===== config.mk =====
export PLATFORM = sky130hd
export DESIGN_NAME = ip1_test2_rx_flat
export DESIGN_NICKNAME = d
export VERILOG_FILES = /design/src/rtl/ip1_test_pkg.sv /design/src/rtl/ip1_test2_rx_if.sv /design/src/rtl/ip1_bit_sync.sv /design/src/rtl/ip1_test2_rx.sv /design/src/flat_wrapper.sv
export SDC_FILE = /design/constraint.sdc
export NUM_CORES = 1
export LEC_CHECK = 0
export BUFFER_PORTS_ARGS = -buffer_cell sky130_fd_sc_hd__buf_2
export CAP_MARGIN = 20
export CORE_MARGIN = 4
export CORE_UTILIZATION = 55
export CTS_CLUSTER_DIAMETER = 120
export DETAILED_ROUTE_END_ITERATION = 6
export GPL_ROUTABILITY_DRIVEN = 0
export PLACE_DENSITY = 0.89
export RECOVER_POWER = 25
export SYNTH_ARGS = -nofsm -noshare
export SYNTH_HDL_FRONTEND = slang
export SYNTH_SLANG_ARGS = --single-unit

===== constraint.sdc =====
create_clock -name clk -period 3 [get_ports clk]
set_input_delay 0.6 -clock clk [delete_from_list [all_inputs] [get_ports clk]]
set_output_delay 0.6 -clock clk [all_outputs]
set_load 0.02 [all_outputs]

===== src/rtl/ip1_test_pkg.sv =====
// ---------------------------------------------------------------------------
// ip1_test_pkg
// Shared definitions for the ip1 config scan-chain test blocks.
//   state_t_sm_test2_rx : state encoding of the test2 receive state machine
//   CNT_W_DEF           : default width of bit index / error counters
//   SKIP_BITS_DEF       : default number of samples discarded before compare
//                         (ASIC chain latency)
// ---------------------------------------------------------------------------
package ip1_test_pkg;

    localparam int CNT_W_DEF     = 14;
    localparam int SKIP_BITS_DEF = 24;

    typedef enum logic [1:0] {
        IDLE_RX    = 2'd0,
        SKIP_RX    = 2'd1,
        COMPARE_RX = 2'd2,
        DONE_RX    = 2'd3
    } state_t_sm_test2_rx;

endpackage


===== src/rtl/ip1_test2_rx_if.sv =====
// ---------------------------------------------------------------------------
// ip1_test2_rx_if
// Handshake/status bundle between the test2 sequencer side (master) and the
// test2 receive checker (slave).
//   master drives : rx_start_re, rx_bit_cnt_max, rx_i_expected_bit0
//   slave drives  : rx_o_expected_shift, rx_o_sample_bit, rx_o_sample_valid,
//                   rx_o_err_cnt, rx_o_first_err_idx, rx_o_status_done,
//                   rx_o_status_err, rx_state
// ---------------------------------------------------------------------------
interface ip1_test2_rx_if
    import ip1_test_pkg::*;
#(
    parameter int CNT_W = CNT_W_DEF
);
    logic             rx_start_re;
    logic [CNT_W-1:0] rx_bit_cnt_max;
    logic             rx_i_expected_bit0;
    logic             rx_o_expected_shift;
    logic             rx_o_sample_bit;
    logic             rx_o_sample_valid;
    logic [CNT_W-1:0] rx_o_err_cnt;
    logic [CNT_W-1:0] rx_o_first_err_idx;
    logic             rx_o_status_done;
    logic             rx_o_status_err;
    logic [1:0]       rx_state;

    modport master (
        output rx_start_re, rx_bit_cnt_max, rx_i_expected_bit0,
        input  rx_o_expected_shift, rx_o_sample_bit, rx_o_sample_valid,
               rx_o_err_cnt, rx_o_first_err_idx, rx_o_status_done,
               rx_o_status_err, rx_state
    );

    modport slave (
        input  rx_start_re, rx_bit_cnt_max, rx_i_expected_bit0,
        output rx_o_expected_shift, rx_o_sample_bit, rx_o_sample_valid,
               rx_o_err_cnt, rx_o_first_err_idx, rx_o_status_done,
               rx_o_status_err, rx_state
    );
endinterface


===== src/rtl/ip1_bit_sync.sv =====
// ---------------------------------------------------------------------------
// ip1_bit_sync
// Brings the ASIC config_out bit into the clk domain.
// Build option: IP1_TEST2_RX_SYNC_EN
//   defined   : 2-flop synchronizer (config_out truly asynchronous)
//   undefined : single input register (config_out already clk-registered)
// Ports:
//   clk  in  : clock
//   rst  in  : synchronous active-high reset (clears the fill tracker only)
//   d    in  : raw input bit
//   q    out : registered/synchronized bit
//   vld  out : high once the register chain holds post-reset data
// ---------------------------------------------------------------------------
module ip1_bit_sync (
    input  logic clk,
    input  logic rst,
    input  logic d,
    output logic q,
    output logic vld
);

`ifdef IP1_TEST2_RX_SYNC_EN
    localparam int DEPTH = 2;

    logic meta;
    logic stab;

    always_ff @(posedge clk) begin
        meta <= d;
        stab <= meta;
    end
`else
    localparam int DEPTH = 1;

    logic stab;

    always_ff @(posedge clk) begin
        stab <= d;
    end
`endif

    assign q = stab;

    // One marker bit per stage walks through after reset; the last stage
    // marks when q carries data captured after reset was released.
    logic [DEPTH-1:0] fill;

    always_ff @(posedge clk) begin
        if (rst) begin
            fill <= '0;
        end else begin
            fill <= (fill << 1) | DEPTH'(1);
        end
    end

    assign vld = fill[DEPTH-1];

endmodule


===== src/rtl/ip1_test2_rx.sv =====
// ---------------------------------------------------------------------------
// ip1_test2_rx
// Receive end of the config scan-chain shift test. Samples config_out once
// per config clock period, discards the first SKIP_BITS samples (chain
// latency), then compares each sample with the expected-pattern bit,
// counting mismatches and recording the first mismatching compare index.
// Build option: IP1_TEST2_RX_SYNC_EN selects a 2-flop input synchronizer
// (otherwise one input register; sample_phase absorbs the 1-clk difference).
// Ports:
//   clk, reset         : clock, synchronous active-high reset
//   enable             : block select, low acts as reset
//   clk_counter_fc     : fast config clock phase counter
//   sample_phase       : phase value at which config_out is sampled
//   config_out         : ASIC serial output
//   rx (slave modport) : start/expected-bit inputs, sample/status outputs
// ---------------------------------------------------------------------------
module ip1_test2_rx
    import ip1_test_pkg::*;
#(
    parameter int SKIP_BITS = SKIP_BITS_DEF,
    parameter int CNT_W     = CNT_W_DEF
) (
    input  logic          clk,
    input  logic          reset,
    input  logic          enable,
    input  logic [6:0]    clk_counter_fc,
    input  logic [6:0]    sample_phase,
    input  logic          config_out,
    ip1_test2_rx_if.slave rx
);

    localparam logic [1:0] ST_IDLE    = 2'(IDLE_RX);
    localparam logic [1:0] ST_SKIP    = 2'(SKIP_RX);
    localparam logic [1:0] ST_COMPARE = 2'(COMPARE_RX);
    localparam logic [1:0] ST_DONE    = 2'(DONE_RX);

    localparam logic [CNT_W-1:0] ALL_ONES  = '1;
    localparam logic [CNT_W-1:0] ONE       = CNT_W'(1);
    localparam logic [CNT_W-1:0] SKIP_LAST = CNT_W'((SKIP_BITS > 0) ? SKIP_BITS - 1 : 0);
    localparam bit               SKIP_NONE = (SKIP_BITS == 0);

    function automatic logic [CNT_W-1:0] sat_inc(input logic [CNT_W-1:0] v);
        return (v == ALL_ONES) ? v : v + ONE;
    endfunction

    logic rst_int;
    assign rst_int = reset | ~enable;

    logic cfg_sync;
    logic cfg_vld;

    ip1_bit_sync u_sync (
        .clk (clk),
        .rst (rst_int),
        .d   (config_out),
        .q   (cfg_sync),
        .vld (cfg_vld)
    );

    logic [1:0]       state;
    logic [CNT_W-1:0] skip_cnt;
    logic [CNT_W-1:0] bit_idx;
    logic [CNT_W-1:0] err_cnt;
    logic [CNT_W-1:0] first_err_idx;
    logic             status_done;
    logic             status_err;
    logic             expected_shift;
    logic             sample_bit;
    logic             sample_valid;

    logic sample_pt;
    logic mismatch;
    logic last_bit;
    logic no_bits;

    assign sample_pt = cfg_vld && (clk_counter_fc == sample_phase);
    assign mismatch  = cfg_sync ^ rx.rx_i_expected_bit0;
    assign no_bits   = (rx.rx_bit_cnt_max == '0);
    assign last_bit  = (bit_idx == rx.rx_bit_cnt_max - ONE);

    always_ff @(posedge clk) begin
        if (rst_int) begin
            state          <= ST_IDLE;
            skip_cnt       <= '0;
            bit_idx        <= '0;
            err_cnt        <= '0;
            first_err_idx  <= ALL_ONES;
            status_done    <= 1'b0;
            status_err     <= 1'b0;
            expected_shift <= 1'b0;
            sample_bit     <= 1'b0;
            sample_valid   <= 1'b0;
        end else begin
            expected_shift <= 1'b0;
            sample_valid   <= 1'b0;

            // sample_bit tracks every sample point so the phase can be
            // trimmed while the block idles.
            if (sample_pt) begin
                sample_bit <= cfg_sync;
            end

            case (state)
                ST_IDLE: begin
                    if (rx.rx_start_re) begin
                        state         <= ST_SKIP;
                        skip_cnt      <= '0;
                        bit_idx       <= '0;
                        err_cnt       <= '0;
                        first_err_idx <= ALL_ONES;
                        status_done   <= 1'b0;
                        status_err    <= 1'b0;
                    end
                end

                ST_SKIP: begin
                    if (SKIP_NONE) begin
                        state <= ST_COMPARE;
                    end else if (sample_pt) begin
                        sample_valid <= 1'b1;
                        skip_cnt     <= skip_cnt + ONE;
                        if (skip_cnt == SKIP_LAST) begin
                            state <= ST_COMPARE;
                        end
                    end
                end

                ST_COMPARE: begin
                    if (sample_pt) begin
                        if (no_bits) begin
                            state <= ST_DONE;
                        end else begin
                            sample_valid   <= 1'b1;
                            expected_shift <= 1'b1;
                            bit_idx        <= bit_idx + ONE;
                            if (mismatch) begin
                                err_cnt    <= sat_inc(err_cnt);
                                status_err <= 1'b1;
                                if (err_cnt == '0) begin
                                    first_err_idx <= bit_idx;
                                end
                            end
                            if (last_bit) begin
                                state <= ST_DONE;
                            end
                        end
                    end
                end

                ST_DONE: begin
                    status_done <= 1'b1;
                    state       <= ST_IDLE;
                end

                default: begin
                    state <= ST_IDLE;
                end
            endcase
        end
    end

    assign rx.rx_o_expected_shift = expected_shift;
    assign rx.rx_o_sample_bit     = sample_bit;
    assign rx.rx_o_sample_valid   = sample_valid;
    assign rx.rx_o_err_cnt        = err_cnt;
    assign rx.rx_o_first_err_idx  = first_err_idx;
    assign rx.rx_o_status_done    = status_done;
    assign rx.rx_o_status_err     = status_err;
    assign rx.rx_state            = state;

endmodule

===== src/flat_wrapper.sv =====
// flat-port wrapper written by rule: the top's interface ports become plain ports
module ip1_test2_rx_flat import ip1_test_pkg::*;
#(
    parameter int SKIP_BITS = SKIP_BITS_DEF,
    parameter int CNT_W     = CNT_W_DEF
)
  (clk, reset, enable, clk_counter_fc, sample_phase, config_out, rx_rx_start_re, rx_rx_bit_cnt_max, rx_rx_i_expected_bit0, rx_rx_o_expected_shift, rx_rx_o_sample_bit, rx_rx_o_sample_valid, rx_rx_o_err_cnt, rx_rx_o_first_err_idx, rx_rx_o_status_done, rx_rx_o_status_err, rx_rx_state);
  ip1_test2_rx_if #(.CNT_W(CNT_W)) rx_i ();
  input  logic clk;
  input  logic reset;
  input  logic enable;
  input  logic [6:0] clk_counter_fc;
  input  logic [6:0] sample_phase;
  input  logic config_out;
  input wire logic [$bits(rx_i.rx_start_re)-1:0] rx_rx_start_re;
  input wire logic [$bits(rx_i.rx_bit_cnt_max)-1:0] rx_rx_bit_cnt_max;
  input wire logic [$bits(rx_i.rx_i_expected_bit0)-1:0] rx_rx_i_expected_bit0;
  output wire logic [$bits(rx_i.rx_o_expected_shift)-1:0] rx_rx_o_expected_shift;
  output wire logic [$bits(rx_i.rx_o_sample_bit)-1:0] rx_rx_o_sample_bit;
  output wire logic [$bits(rx_i.rx_o_sample_valid)-1:0] rx_rx_o_sample_valid;
  output wire logic [$bits(rx_i.rx_o_err_cnt)-1:0] rx_rx_o_err_cnt;
  output wire logic [$bits(rx_i.rx_o_first_err_idx)-1:0] rx_rx_o_first_err_idx;
  output wire logic [$bits(rx_i.rx_o_status_done)-1:0] rx_rx_o_status_done;
  output wire logic [$bits(rx_i.rx_o_status_err)-1:0] rx_rx_o_status_err;
  output wire logic [$bits(rx_i.rx_state)-1:0] rx_rx_state;
  assign rx_i.rx_start_re = rx_rx_start_re;
  assign rx_i.rx_bit_cnt_max = rx_rx_bit_cnt_max;
  assign rx_i.rx_i_expected_bit0 = rx_rx_i_expected_bit0;
  assign rx_rx_o_expected_shift = rx_i.rx_o_expected_shift;
  assign rx_rx_o_sample_bit = rx_i.rx_o_sample_bit;
  assign rx_rx_o_sample_valid = rx_i.rx_o_sample_valid;
  assign rx_rx_o_err_cnt = rx_i.rx_o_err_cnt;
  assign rx_rx_o_first_err_idx = rx_i.rx_o_first_err_idx;
  assign rx_rx_o_status_done = rx_i.rx_o_status_done;
  assign rx_rx_o_status_err = rx_i.rx_o_status_err;
  assign rx_rx_state = rx_i.rx_state;
  ip1_test2_rx #(.SKIP_BITS(SKIP_BITS), .CNT_W(CNT_W)) u_core (.clk(clk), .reset(reset), .enable(enable), .clk_counter_fc(clk_counter_fc), .sample_phase(sample_phase), .config_out(config_out), .rx(rx_i));
endmodule

# Word-level counts from Yosys, hierarchy flattened
# Cells that the tools add are included.
# Widths: inputs -> output; s select.
# word_totals
reg_bits,65
input_bits,34
output_inout_bits,35
wordCells,86
# classes
mux,35
reduce_logical,15
bitwise_logic,4
eq_ne,16
n_addsub,4
# op_table
operator,count
$mux 14,13
$pmux 14 s2,4
$add 14x1->14 const B,3
$logic_not 14->1,2
$eq 14x14->1,1
$eq 14x14->1 const B,1
$eq 14x5->1 const B,1
$sub 14x1->14 const B,1
$mux 2,6
$reduce_and 6->1,2
$ne 2x1->1 const B,5
$reduce_and 5->1,2
$mux 1,8
$pmux 2 s4,1
$eq 7x7->1,1
$ne 2x2->1 const B,3
$pmux 1 s2,3
$reduce_bool 2->1,3
$eq 2x2->1 const B,2
$reduce_and 4->1,1
$ne 3x1->1 const B,1
$reduce_and 3->1,1
$eq 2x1->1 const B,1
$logic_not 2->1,1
other kinds (6),7

# Logic depth before layout (Yosys ltp)
# Gate-level depths: netlist of run 1.
# logic_depth
word_depth,6
depth_mapped,10
ltp_nobuf,9

# Modules after synthesis
# Synthesis of run 1 repeated with hierarchy kept, for this count alone.
# hier_totals
hier_cells,431
hier_area_um2,3782.4
# by_module_without_submodules
mod,instances,area_per_inst_um2,seq_area_each_um2,cells_each
ip1_test2_rx,1,3738.6,1261.2,428
ip1_bit_sync,1,43.8,40.0,3

# Worst setup path before layout of run 1
# No wires, ideal clock.
# synth_timing
path_kind,input -> register
from,input port rx_rx_bit_cnt_max[3]
to,"register u_core.state[0], in the netlist u_core.rx.rx_state[0]"
cell_stages,8
t_arrival_ns,2.497
required_time_ns,2.876
path_buffers,1
path_slack_ns,0.379
path_cell_list,or4_1 buf_2 nor4_1 xnor2_1 nand2_1 a2111oi_0 a31oi_2 mux2i_1
# synth_via
elab_chain_cells,4
word_cells_on_any_way,8
cone_classes,add/sub (1); eq/ne (2); mux (3); reduce/logical (2)
# synth_rtl
element,line,source
start: declaration,flat_wrapper.sv:16,input wire logic [$bits(rx_i.rx_bit_cnt_max)-1:0] rx_rx_bit_cnt_max;
$sub 14x1->14 or $logic_not 14->1 (tied branches),"ip1_test2_rx.sv:79, ip1_test2_rx.sv:78",
$eq 14x14->1 or $mux 2 (tied branches),"ip1_test2_rx.sv:79, ip1_test2_rx.sv:130",
$ne 3x1->1 (no line) or $mux 2 (tied branches),n/a,
$reduce_and 5->1 (no line) or $pmux 2 s4 (tied branches),n/a,
end signal: assignment,ip1_test2_rx.sv:83,state <= ST_IDLE;
end signal: assignment,ip1_test2_rx.sv:106,state <= ST_SKIP;
end signal: assignment,ip1_test2_rx.sv:118,state <= ST_COMPARE;
end: declaration,ip1_test2_rx.sv:60,logic [1:0] state;
# Parallel ways exist; a longest one is shown, timed or not. The select of a mux whose other input is x is not followed.
# A chain may end at the register's enable or synchronous reset.

# Worst setup path in the final report of run 1
# layout_timing
from,input port rx_rx_bit_cnt_max[3]
to,register u_core.bit_idx[11]
# layout_via
elab_chain_cells,3
# layout_rtl
element,line,source
$logic_not 14->1,ip1_test2_rx.sv:78,assign no_bits = (rx.rx_bit_cnt_max == '0);
$ne 2x2->1 (no line),n/a,
$reduce_and 4->1 (no line),n/a,
end signal: assignment,ip1_test2_rx.sv:135,bit_idx <= bit_idx + ONE;
end: declaration,ip1_test2_rx.sv:62,logic [CNT_W-1:0] bit_idx;
# Every way passes these cells.

==> out/results.tsv, run 1 <==
stage	metric	value	unit
outcome	status	finished, final reports clean	
worst_setup_path	crit_chain	buf_2 > or4_1 > buf_4 > nor4b_4 > nand2_2 > a21o_1 > nand4_1 > o21ai_0 > a21oi_1	
floorplanning	die_y	87.84	um
cells_and_area	fillers	492	
routing	initialDrtViolationCount	231	
routing	drcViolationCount	0	
worst_setup_path	slowest_delay	0.62	ns
worst_setup_path	crit_fanout	11	
hold_path	hp-class	in2reg	
worst_setup_path	cp_slowest_cell	or4_1	
global_routing	overflow	0	
hold_path	min_from	config_out	
power_and_ir_drop	ir_drop	0.0003418	V
cells_and_area	nets	531	
timing	min_period	2.533	ns
clock_network	cts_buffers	9	
logic_synthesis	ys_seq_area_frac	0.3712	
logic_synthesis	syn_inst	415	
worst_setup_path	r2r_setup_slack	0.51	ns
clock_network	hold_buffers	0	
floorplanning	initial_core_util	0.5784	
timing	setup_violations	0	
cells_and_area	seqCellArea	1301	sq um
logic_synthesis	syn_area	3506	sq um
timing	hold_viol	0	
timing	slew_headroom	0.4289	
global_routing	first_global_vias	3233	
cells_and_area	multi_input_area	2072	sq um
logic_synthesis	synth-edff-count	0	
global_routing	grt_max_degree	27	
cells_and_area	area_growth	17.70	%
routing	via_count	3393	
logic_synthesis	synth_compound_area_frac	0.1453	
timing	worst_pin_slew	0.8521	ns
routing	routedWlPerCell	15.35	um
clock_network	postCtsSetupBuffers	0	
logic_synthesis	synth_top_family_by_area	simple AND/OR/NAND/NOR gates	
place	dp_hpwl	6333	um
power_and_ir_drop	power_density	450.3	nW/um^2
floorplanning	io_pins	69	
worst_setup_path	rr_worst_depth	7	
logic_synthesis	synth.net_count	459	
worst_setup_path	critPathCaptureType	flop	
logic_synthesis	yosys.area_share.adder	0.03569	
logic_synthesis	synth_cell_types	53	
routing	via_per_inst	5.984	
timing	fin_crit_sh	0.8445	
routing	drt-total-wl	8701	um
timing	rsz0062_at_grt	no	
clock_network	clk_pin_slew	0.07	ns
cells_and_area	drive_gt1_frac	0.1687	
timing	timing.setup.tns	0	ns
logic_synthesis	synth_xor_area_frac	0.1174	
worst_setup_path	start_kind	primary input	
logic_synthesis	ys.flop_type	dfxtp_1	
worst_setup_path	r2r_start	u_core.rx.rx_state[1]	
global_routing	antenna_found_initial	0	
clock_network	cts_tree	done	
timing	clock.fmax	394.7	MHz
timing	holdWs	0.3582	ns
clock_network	cts_resized	0	
logic_synthesis	synth_seq_cells	65	
worst_setup_path	criticalPathCategory	in2reg	
worst_setup_path	r2r-end	u_core.rx.rx_o_first_err_idx[6]	
logic_synthesis	yosys.area_share.simple	0.2766	
floorplanning	placeableCoreArea	6061	sq um
clock_network	cts_sinks	65	
routing	ant_nets	0	
job	cap_violations	0	
hold_path	min_to	u_core.u_sync.q	
worst_setup_path	cp.arrival	2.81	ns
global_routing	grt_pass1_wl	14610	um
timing	clock-skew-final	0.009051	ns
logic_synthesis	syn_avg_cell_area	8.448	sq um
clock_network	root_buffer	clkbuf_8	
place	io_buffers	68	
routing	first_pass_iters	5	
clock_network	clock_latency	0.34	ns
floorplanning	num_rows	28	
floorplanning	die-area	7716	sq um
logic_synthesis	yosysWarningCount	0	
clock_network	clockBufferDepth	2	
logic_synthesis	synth_mux_area_frac	0.01499	
global_routing	groute.usage.overall	0.2347	
clock_network	htree_levels	3	
cells_and_area	antenna_cells	0	
power_and_ir_drop	power_leakage	1.424	nW
timing	drv_slew	0	
floorplanning	die_x	87.84	um
logic_synthesis	async_reset_ff_frac	0	
hold_path	min_delay_path_depth	1	
worst_setup_path	crit_required	3.27	ns
## cell type report
type / instances / area share
inverter: 16 / 0.01455
timing repair buffer: 77 / 0.09521
clock inverter: 3 / 0.01152
multi-input combinational: 318 / 0.5021
sequential: 65 / 0.3153
clock buffer: 13 / 0.03851
tap: 75 / 0.02274
## placed cells by master, fill, tap and decap left out, drive strengths merged, types with 2 or more instances in the layout
cell type,n
a21o,2
a21oi,26
a221o,12
a31oi,3
and2,4
and3,4
buf,55
clkbuf,35
clkinv,2
dfxtp,65
ha,10
inv,16
mux2,2
mux2i,3
nand2,28
nand2b,6
nand3,16
nand4,12
nor2,44
nor3,17
nor3b,3
nor4,10
nor4b,11
o21ai,27
or2,2
or3,15
or4,2
xnor2,34
xor2,13
## routing by layer
metal	up-vias	GRT usage	part of all wire
met2	144	0.3890	0.48
met4	0	0.06276	0.012
met5	-	0	0
met1	1603	0.3046	0.43
met3	14	0.05927	0.080
li1	1632	-	-
## worst max-delay path by stage
stage | start | end | slack [ns] | depth (start not counted)
3_5_place_dp | rx_rx_bit_cnt_max[7] | u_core.rx.rx_state[1] | 0.15 | 8
3_3_place_gp | rx_rx_bit_cnt_max[7] | u_core.rx.rx_state[1] | 0.22 | 8
4_1_cts | rx_rx_bit_cnt_max[3] | u_core.bit_idx[11] | 0.49 | 9
5_1_grt | sample_phase[5] | u_core.rx.rx_o_first_err_idx[0] | 0.25 | 8
6_report | rx_rx_bit_cnt_max[3] | u_core.bit_idx[11] | 0.47 | 9
2_1_floorplan | rx_rx_bit_cnt_max[3] | u_core.rx.rx_state[0] | 0.38 | 8
## cells by family (layout without fill, tap and decap cells)
kind of cell	Yosys count	count (layout)
AOI/OAI and AO/OA	78	78
xor gates and xnor gates	47	47
adders and majority gates	10	10
buffers and inverters	32	109
DFF	65	65
muxes	5	5
and+or+nand+nor	178	178
## state kept, by name, summed over array words and instances, names as in the netlist, 2 cells and up
signal and flops:
u_core.rx.rx_o_first_err_idx 14, u_core.rx.rx_o_err_cnt 14, u_core.rx.rx_state 2, u_core.skip_cnt 14, u_core.bit_idx 14
## critical path: cells and delay by family
family / cells / cell delay, ns
simple gates: 4 / 1.32
compound gates: 3 / 0.56
buf+inv: 2 / 0.32
## report_power, final
part / total, mW / internal (mW) / switching [mW]
clock: 0.780 / 0.435 / 0.345
combinational: 0.198 / 0.0775 / 0.120
sequential: 0.880 / 0.873 / 0.00715
## synthesized netlist by cell type (3+ instances only)
| cell type | n | area share |
|---|---|---|
| ha_1 | 10 | 0.036 |
| nor3_1 | 15 | 0.021 |
| inv_1 | 14 | 0.015 |
| and2_1 | 4 | 0.0071 |
| and3_1 | 4 | 0.0071 |
| nand2b_1 | 6 | 0.011 |
| a21oi_1 | 26 | 0.037 |
| mux2i_1 | 3 | 0.0086 |
| dfxtp_1 | 65 | 0.37 |
| xnor2_1 | 34 | 0.085 |
| buf_2 | 4 | 0.0057 |
| nor4b_1 | 9 | 0.022 |
| nor3b_1 | 3 | 0.0064 |
| nand4_1 | 12 | 0.021 |
| or3_1 | 15 | 0.027 |
| xor2_1 | 13 | 0.032 |
| o21ai_0 | 23 | 0.033 |
| o21ai_1 | 3 | 0.0043 |
| nor2_1 | 44 | 0.047 |
| nand3_1 | 16 | 0.023 |
| nor4_1 | 10 | 0.018 |
| a221o_1 | 12 | 0.034 |
| nand2_1 | 27 | 0.029 |
| clkbuf_1 | 9 | 0.0096 |
## stage by stage
step	util	setup slack [ns]	total power [mW]	instances	instance area (sq um)
floorplan	-	0.3791	1.027	415	3506
detailed placement	0.6513	0.1535	1.098	551	3948
CTS	0.6854	0.4946	1.864	567	4154
finish	0.6808	0.4666	1.858	567	4126
global route	0.6808	0.2472	1.917	567	4126
global placement	0.6513	0.2237	1.092	551	3948
No activity file was read; power rests on OpenSTA's default activity.
==> run 2: changes to the inputs <==
--- a/config.mk
+++ b/config.mk
@@ -5,14 +5,15 @@
 export SDC_FILE = /design/constraint.sdc
 export NUM_CORES = 1
 export LEC_CHECK = 0
+export ABC_AREA = 1
 export BUFFER_PORTS_ARGS = -buffer_cell sky130_fd_sc_hd__buf_2
 export CAP_MARGIN = 20
 export CORE_MARGIN = 4
-export CORE_UTILIZATION = 55
+export CORE_UTILIZATION = 52
 export CTS_CLUSTER_DIAMETER = 120
 export DETAILED_ROUTE_END_ITERATION = 6
 export GPL_ROUTABILITY_DRIVEN = 0
-export PLACE_DENSITY = 0.89
+export PLACE_DENSITY = 0.86
 export RECOVER_POWER = 25
 export SYNTH_ARGS = -nofsm -noshare
 export SYNTH_HDL_FRONTEND = slang
==> constraint.sdc (replaced) <==
create_clock -name clk -period 2.1 [get_ports clk]
set_input_delay 0.42 -clock clk [delete_from_list [all_inputs] [get_ports clk]]
set_output_delay 0.42 -clock clk [all_outputs]
set_load 0.02 [all_outputs]
==> run 2 against run 1 <==
  * Critical path depth stayed put
  * Count of clock-buffer cells in the layout is 4 lower
  * First-iteration DRC count is 13% higher
  * Critical path type is now reg2reg
  * Sequential power is 50% higher
  * Combinational power grew to 4.4 times the previous value
  * Synthesized cell count is 59% higher
  * Synthesized area is 25% higher
  * Power is 74% higher
  * Clock skew is 0.0022 ns higher
  * Utilization is 6.7 points lower
  * Design area is 22% higher
  * Final cell count is 48% higher
==> out/results.tsv, run 2 <==
stage	metric	value	unit
timing	slew_headroom	0.6688	
logic_synthesis	synth-edff-count	0	
worst_setup_path	slowest_delay	0.41	ns
timing	setup_violations	0	
outcome	status	finished, final reports clean	
timing	fin_ws	0.1892	ns
clock_network	htree_levels	3	
routing	drcViolationCount	0	
logic_synthesis	synth_seq_cells	65	
global_routing	overflow	0	
worst_setup_path	crit_chain	inv_1 > ha_1 > inv_1 > nor2_1 > nor2_2 > buf_4 > nand3_4 > o21ai_0 > nor2_1	
logic_synthesis	ys.flop_type	dfxtp_1	
logic_synthesis	synthTopCellsByArea	dfxtp_1 (30%), nand2_1 (15%), nor2_1 (8.1%), inv_1 (5.4%), xor2_1 (5.4%)	
cells_and_area	drive_gt1_frac	0.1807	
worst_setup_path	crit_buf_inv	3	
worst_setup_path	crit_required	2.33	ns
place	dp_hpwl	8593	um
cells_and_area	fillers	732	
clock_network	cts_tree	done	
routing	ant_nets	0	
place	place_ws	-0.05444	ns
timing	hold_viol	0	
floorplanning	die_y	99.77	um
logic_synthesis	synth_top_area_frac	0.2971	
worst_setup_path	criticalPathCategory	reg2reg	
clock_network	cts_sinks	65	
logic_synthesis	syn_avg_cell_area	6.625	sq um
timing	min_period	1.911	ns
logic_synthesis	async_reset_ff_frac	0	
clock_network	hold_buffers	0	
floorplanning	num_rows	33	
logic_synthesis	synth_cell_types	41	
global_routing	antenna_found_initial	0	
power_and_ir_drop	p_clk_frac	0.325	
global_routing	grt_pass1_wl	19310	um
floorplanning	initial_core_util	0.5330	
routing	via_per_inst	5.526	
job	cap_violations	0	
place	io_buffers	68	
timing	worst_pin_slew	0.4922	ns
cells_and_area	nets	775	
logic_synthesis	synth_most_common_cell	nand2_1	
worst_setup_path	cp.arrival	2.14	ns
global_routing	grt_max_degree	34	
clock_network	root_buffer	clkbuf_8	
worst_setup_path	r2r_setup_slack	0.19	ns
power_and_ir_drop	pwr-share-seq	0.408	
cells_and_area	antenna_cells	0	
cells_and_area	multi_input_area	2711	sq um
timing	rsz0062_at_grt	yes	
logic_synthesis	synth.net_count	705	
global_routing	groute.usage.overall	0.2342	
logic_synthesis	synth_common_cells	nand2_1 (179), nor2_1 (94), dfxtp_1 (65), inv_1 (63), a21oi_1 (43)	
logic_synthesis	yosys.area.top_type	dfxtp_1	
timing	fin_crit_sh	0.9099	
clock_network	clk_pin_slew	0.07	ns
logic_synthesis	syn_inst	661	
global_routing	first_global_vias	4355	
worst_setup_path	start_kind	flop	
floorplanning	die-area	9954	sq um
worst_setup_path	critPathCaptureType	flop	
clock_network	clockBufferDepth	2	
power_and_ir_drop	ir_drop	0.0006511	V
floorplanning	placeableCoreArea	8217	sq um
timing	clock-skew-final	0.01130	ns
power_and_ir_drop	p_sw_frac	0.3519	
cells_and_area	area_growth	15.26	%
cells_and_area	layout_commonest_cell	nand2_1	
worst_setup_path	cp_slowest_cell	dfxtp_1	
routing	initialDrtViolationCount	262	
routing	via_count	4647	
timing	holdWs	0.1782	ns
floorplanning	die_x	99.77	um
power_and_ir_drop	power_density	641.6	nW/um^2
hold_path	hp-class	in2reg	
power_and_ir_drop	pwr-share-comb	0.267	
worst_setup_path	crit_fanout	16	
routing	drt-total-wl	11510	um
cells_and_area	final_cell_mix	nand2_1 (179), nor2_1 (93), buf_2 (68)	
clock_network	clock_latency	0.35	ns
routing	routedWlPerCell	13.69	um
power_and_ir_drop	p_total	3.238	mW
timing	drv_slew	0	
routing	first_pass_iters	5	
floorplanning	io_pins	69	
logic_synthesis	syn_area	4379	sq um
clock_network	cts_buffers	9	
power_and_ir_drop	power_leakage	2.134	nW
logic_synthesis	ys_seq_area_frac	0.2971	
logic_synthesis	yosysWarningCount	0	
timing	clock.fmax	523.3	MHz
power_and_ir_drop	p_switching	1.140	mW
power_and_ir_drop	p_int	2.099	mW
worst_setup_path	critPathTopFamily	simple AND/OR/NAND/NOR gates	
cells_and_area	seqCellArea	1301	sq um
[run 2: cell count changes after synthesis, moves of 14 or more]
cell      change
a21oi_1      +17
nor2_1       +50
xnor2_1      -27
o211ai_2     +14
inv_1        +49
or3_1        -15
nand2_1     +152
xor2_1       +14
nand4_1      +17
[run 2: per-stage QoR]
| stage | cells | TNS (ns) | area [sq um] | utilization |
|---|---|---|---|---|
| after global routing | 841 | -0.003904 | 5047 | 0.6143 |
| final | 841 | 0 | 5047 | 0.6143 |
| after CTS | 840 | 0 | 5020 | 0.6109 |
| after floorplan | 661 | 0 | 4379 | - |
| after detailed placement | 824 | -0.1015 | 4825 | 0.5872 |
| after global placement | 824 | -0.01217 | 4825 | 0.5872 |
[run 2: kinds of logic after synthesis]
| family | count (synthesis) | synth area share |
|---|---|---|
| fa+ha+maj | 10 | 0.02857 |
| flops | 65 | 0.2971 |
| xor+xnor | 35 | 0.07314 |
| simple gates | 378 | 0.3834 |
| compound gates | 81 | 0.1271 |
| buf+inv | 92 | 0.09057 |
[run 2: final timing paths]
path         depth (start not counted)                      start                   endpoint
max                                  9      u_core.rx.rx_state[1]  u_core.rx.rx_o_err_cnt[1]
min                                  1                 config_out            u_core.u_sync.q
max reg2reg                          9      u_core.rx.rx_state[1]  u_core.rx.rx_o_err_cnt[1]
min reg2reg                          2  u_core.rx.rx_o_sample_bit  u_core.rx.rx_o_sample_bit
[run 2: power groups by stage]
stage | Combinational (mW) | Sequential, mW | Clock [mW]
final | 0.864 | 1.32 | 1.05
after global routing | 0.959 | 1.33 | 1.12
after CTS | 0.834 | 1.32 | 1.08
after detailed placement | 0.831 | 1.35 | 0
after global placement | 0.796 | 1.35 | 0
after floorplan | 0.589 | 1.39 | 0
[run 2: final cells by class]
type / count / share of cell area
Clock buffer: 9 / 0.02454
Clock inverter: 7 / 0.01413
Inverter: 66 / 0.04908
Multi-Input combinational cell: 505 / 0.5372
Sequential cell: 65 / 0.2578
Tap cell: 105 / 0.02603
Timing Repair Buffer: 84 / 0.09122
[run 2: worst register-to-register path, cell delays in order, from the launching register on]
cell,delay (ns)
dfxtp_1,0.41
inv_1,0.09
ha_1,0.23
inv_1,0.08
nor2_1,0.06
nor2_2,0.13
buf_4,0.28
nand3_4,0.23
o21ai_0,0.23
nor2_1,0.05
[run 2: what timing repair did]
item                       CTS  global route
setup endpoints to repair    0            14
setup buffers                0             0
gates resized for setup      0             3
[run 2: metal layers]
layer,vias to the layer above,routed length (um),track usage,share of wire
met4,0,237,0.1008,0.021
li1,2299,-,-,-
met1,2146,4762,0.2929,0.41
met2,178,5640,0.3925,0.49
met3,24,869,0.04517,0.075
met5,-,0,0,0
==> run 3: changes to the inputs <==
--- a/config.mk
+++ b/config.mk
@@ -13,6 +13,7 @@
 export CTS_CLUSTER_DIAMETER = 120
 export DETAILED_ROUTE_END_ITERATION = 6
 export GPL_ROUTABILITY_DRIVEN = 0
+export GPL_TIMING_DRIVEN = 0
 export PLACE_DENSITY = 0.86
 export RECOVER_POWER = 25
 export SYNTH_ARGS = -nofsm -noshare
==> run 3 against run 2 <==
  * Sequential share of layout area shrank 0.40 points
  * Sequential cell count is the same
  * Sequential power is essentially flat
  * Design area grew 1.7%
  * Wire length grew 2.0%
  * Register-to-register slack lost 0.08 ns
  * Count of clock-buffer cells in the layout is the same
  * Power grew 6.4%
  * Critical path type unchanged
  * Largest cell class unchanged
  * Highest routed layer unchanged
==> out/results.tsv, run 3 (synthesized netlist as in run 2, its figures left out) <==
stage	metric	value	unit
cells_and_area	drive_gt1_frac	0.1578	
floorplanning	io_pins	69	
timing	hold_viol	0	
timing	drv_slew	0	
global_routing	first_global_vias	4304	
worst_setup_path	crit_chain	ha_1 > inv_1 > nor3_1 > nand4_1 > xor2_1 > nor2_1 > nand2_1 > a21oi_1	
power_and_ir_drop	power_density	671.3	nW/um^2
clock_network	clockBufferDepth	2	
place	post-place-cells	834	
clock_network	cts_buffers	9	
routing	via_count	4735	
timing	slew_headroom	0.5475	
routing	drcViolationCount	0	
global_routing	antenna_found_initial	0	
cells_and_area	final_cell_mix	nand2_1 (179), nor2_1 (94), dfxtp_1 (64)	
worst_setup_path	cp.arrival	2.27	ns
clock_network	cts_sinks	65	
routing	initialDrtViolationCount	299	
routing	drt-total-wl	11740	um
routing	routedWlPerCell	13.67	um
worst_setup_path	slowest_delay	0.45	ns
cells_and_area	nets	793	
clock_network	htree_levels	3	
place	dp_hpwl	8650	um
place	io_buffers	68	
floorplanning	die-area	9954	sq um
routing	ant_nets	0	
timing	setup_violations	0	
cells_and_area	layout_commonest_cell	nand2_1	
floorplanning	initial_core_util	0.5330	
timing	clock-skew-final	0.01290	ns
routing	via_per_inst	5.512	
worst_setup_path	critPathCaptureType	flop	
floorplanning	die_y	99.77	um
job	cap_violations	0	
timing	worst_pin_slew	0.6788	ns
timing	timing.setup.tns	0	ns
global_routing	groute.usage.overall	0.2338	
floorplanning	placeableCoreArea	8217	sq um
routing	first_pass_iters	5	
timing	clock.fmax	502.9	MHz
global_routing	grt_pass1_wl	19340	um
outcome	status	finished, final reports clean	
timing	holdWs	0.1735	ns
timing	fin_crit_sh	0.9469	
clock_network	clk_pin_slew	0.07	ns
global_routing	grt_max_degree	13	
cells_and_area	area_growth	17.17	%
worst_setup_path	criticalPathCategory	reg2reg	
clock_network	clock_latency	0.35	ns
worst_setup_path	crit_fanout	4	
floorplanning	num_rows	33	
cells_and_area	final_core_util	0.6245	
cells_and_area	antenna_cells	0	
clock_network	hold_buffers	0	
place	postPlaceCellArea	4851	sq um
worst_setup_path	start_kind	flop	
power_and_ir_drop	p_total	3.444	mW
global_routing	overflow	0	
timing	min_period	1.988	ns
clock_network	cts_tree	done	
clock_network	root_buffer	clkbuf_8	
worst_setup_path	crit_required	2.38	ns
worst_setup_path	cp_slowest_cell	nor3_1	
power_and_ir_drop	ir_drop	0.0004787	V
power_and_ir_drop	power_leakage	2.128	nW
cells_and_area	fin_cells	859	
place	place_ws	-0.1059	ns
hold_path	hp-class	in2reg	
floorplanning	die_x	99.77	um
timing	fin_ws	0.1115	ns
cells_and_area	design_area	5131	sq um
==> run 3: path summary, 6_finish.rpt <==
check / startpoint / endpoint / slack [ns] / depth (start not counted)
max: u_core.skip_cnt[0] / u_core.skip_cnt[12] / 0.11 / 8
min: config_out / u_core.u_sync.q / 0.17 / 1
max reg2reg: u_core.skip_cnt[0] / u_core.skip_cnt[12] / 0.11 / 8
min reg2reg: u_core.rx.rx_o_sample_bit / u_core.rx.rx_o_sample_bit / 0.45 / 2
==> run 3: critical path, delay by kind of cell (launching register included) <==
family | cells | cell delay [ns]
AO/OA/AOI/OAI | 1 | 0.11
XOR/XNOR | 1 | 0.20
adder cells (fa/ha/maj) | 1 | 0.27
buffers and inverters | 1 | 0.10
AND/OR/NAND/NOR | 4 | 0.84
flip-flops | 1 | 0.41
==> run 3: timing repair <==
item                       CTS  global route
resized for setup            2             7
setup endpoints to repair    7            52
pin swaps                    0             2
buffers inserted             0             9
==> run 3: area by class of cell <==
| cell class | count | area (sq um) |
|---|---|---|
| clock buffer | 9 | 123.9 |
| clock inverter | 7 | 95.09 |
| fill | 724 | 3085 |
| timing repair buffer | 77 | 380.4 |
| buffer | 26 | 153.9 |
| sequential | 65 | 1303 |
| multi-input combinational | 504 | 2693 |
| tap | 105 | 131.4 |
| inverter | 66 | 251.5 |
==> run 3: layer usage <==
metal,up-vias,wire (um),track usage
met5,-,0,0
met4,0,288,0.08718
met3,31,874,0.04031
met2,196,5807,0.4079
met1,2179,4774,0.2874
li1,2329,-,-
==> run 3: power breakdown <==
group	leakage (nW)	switching, mW	internal (mW)
Sequential	0.527	0.0415	1.28
Clock	0.109	0.520	0.668
Combinational	1.49	0.610	0.323
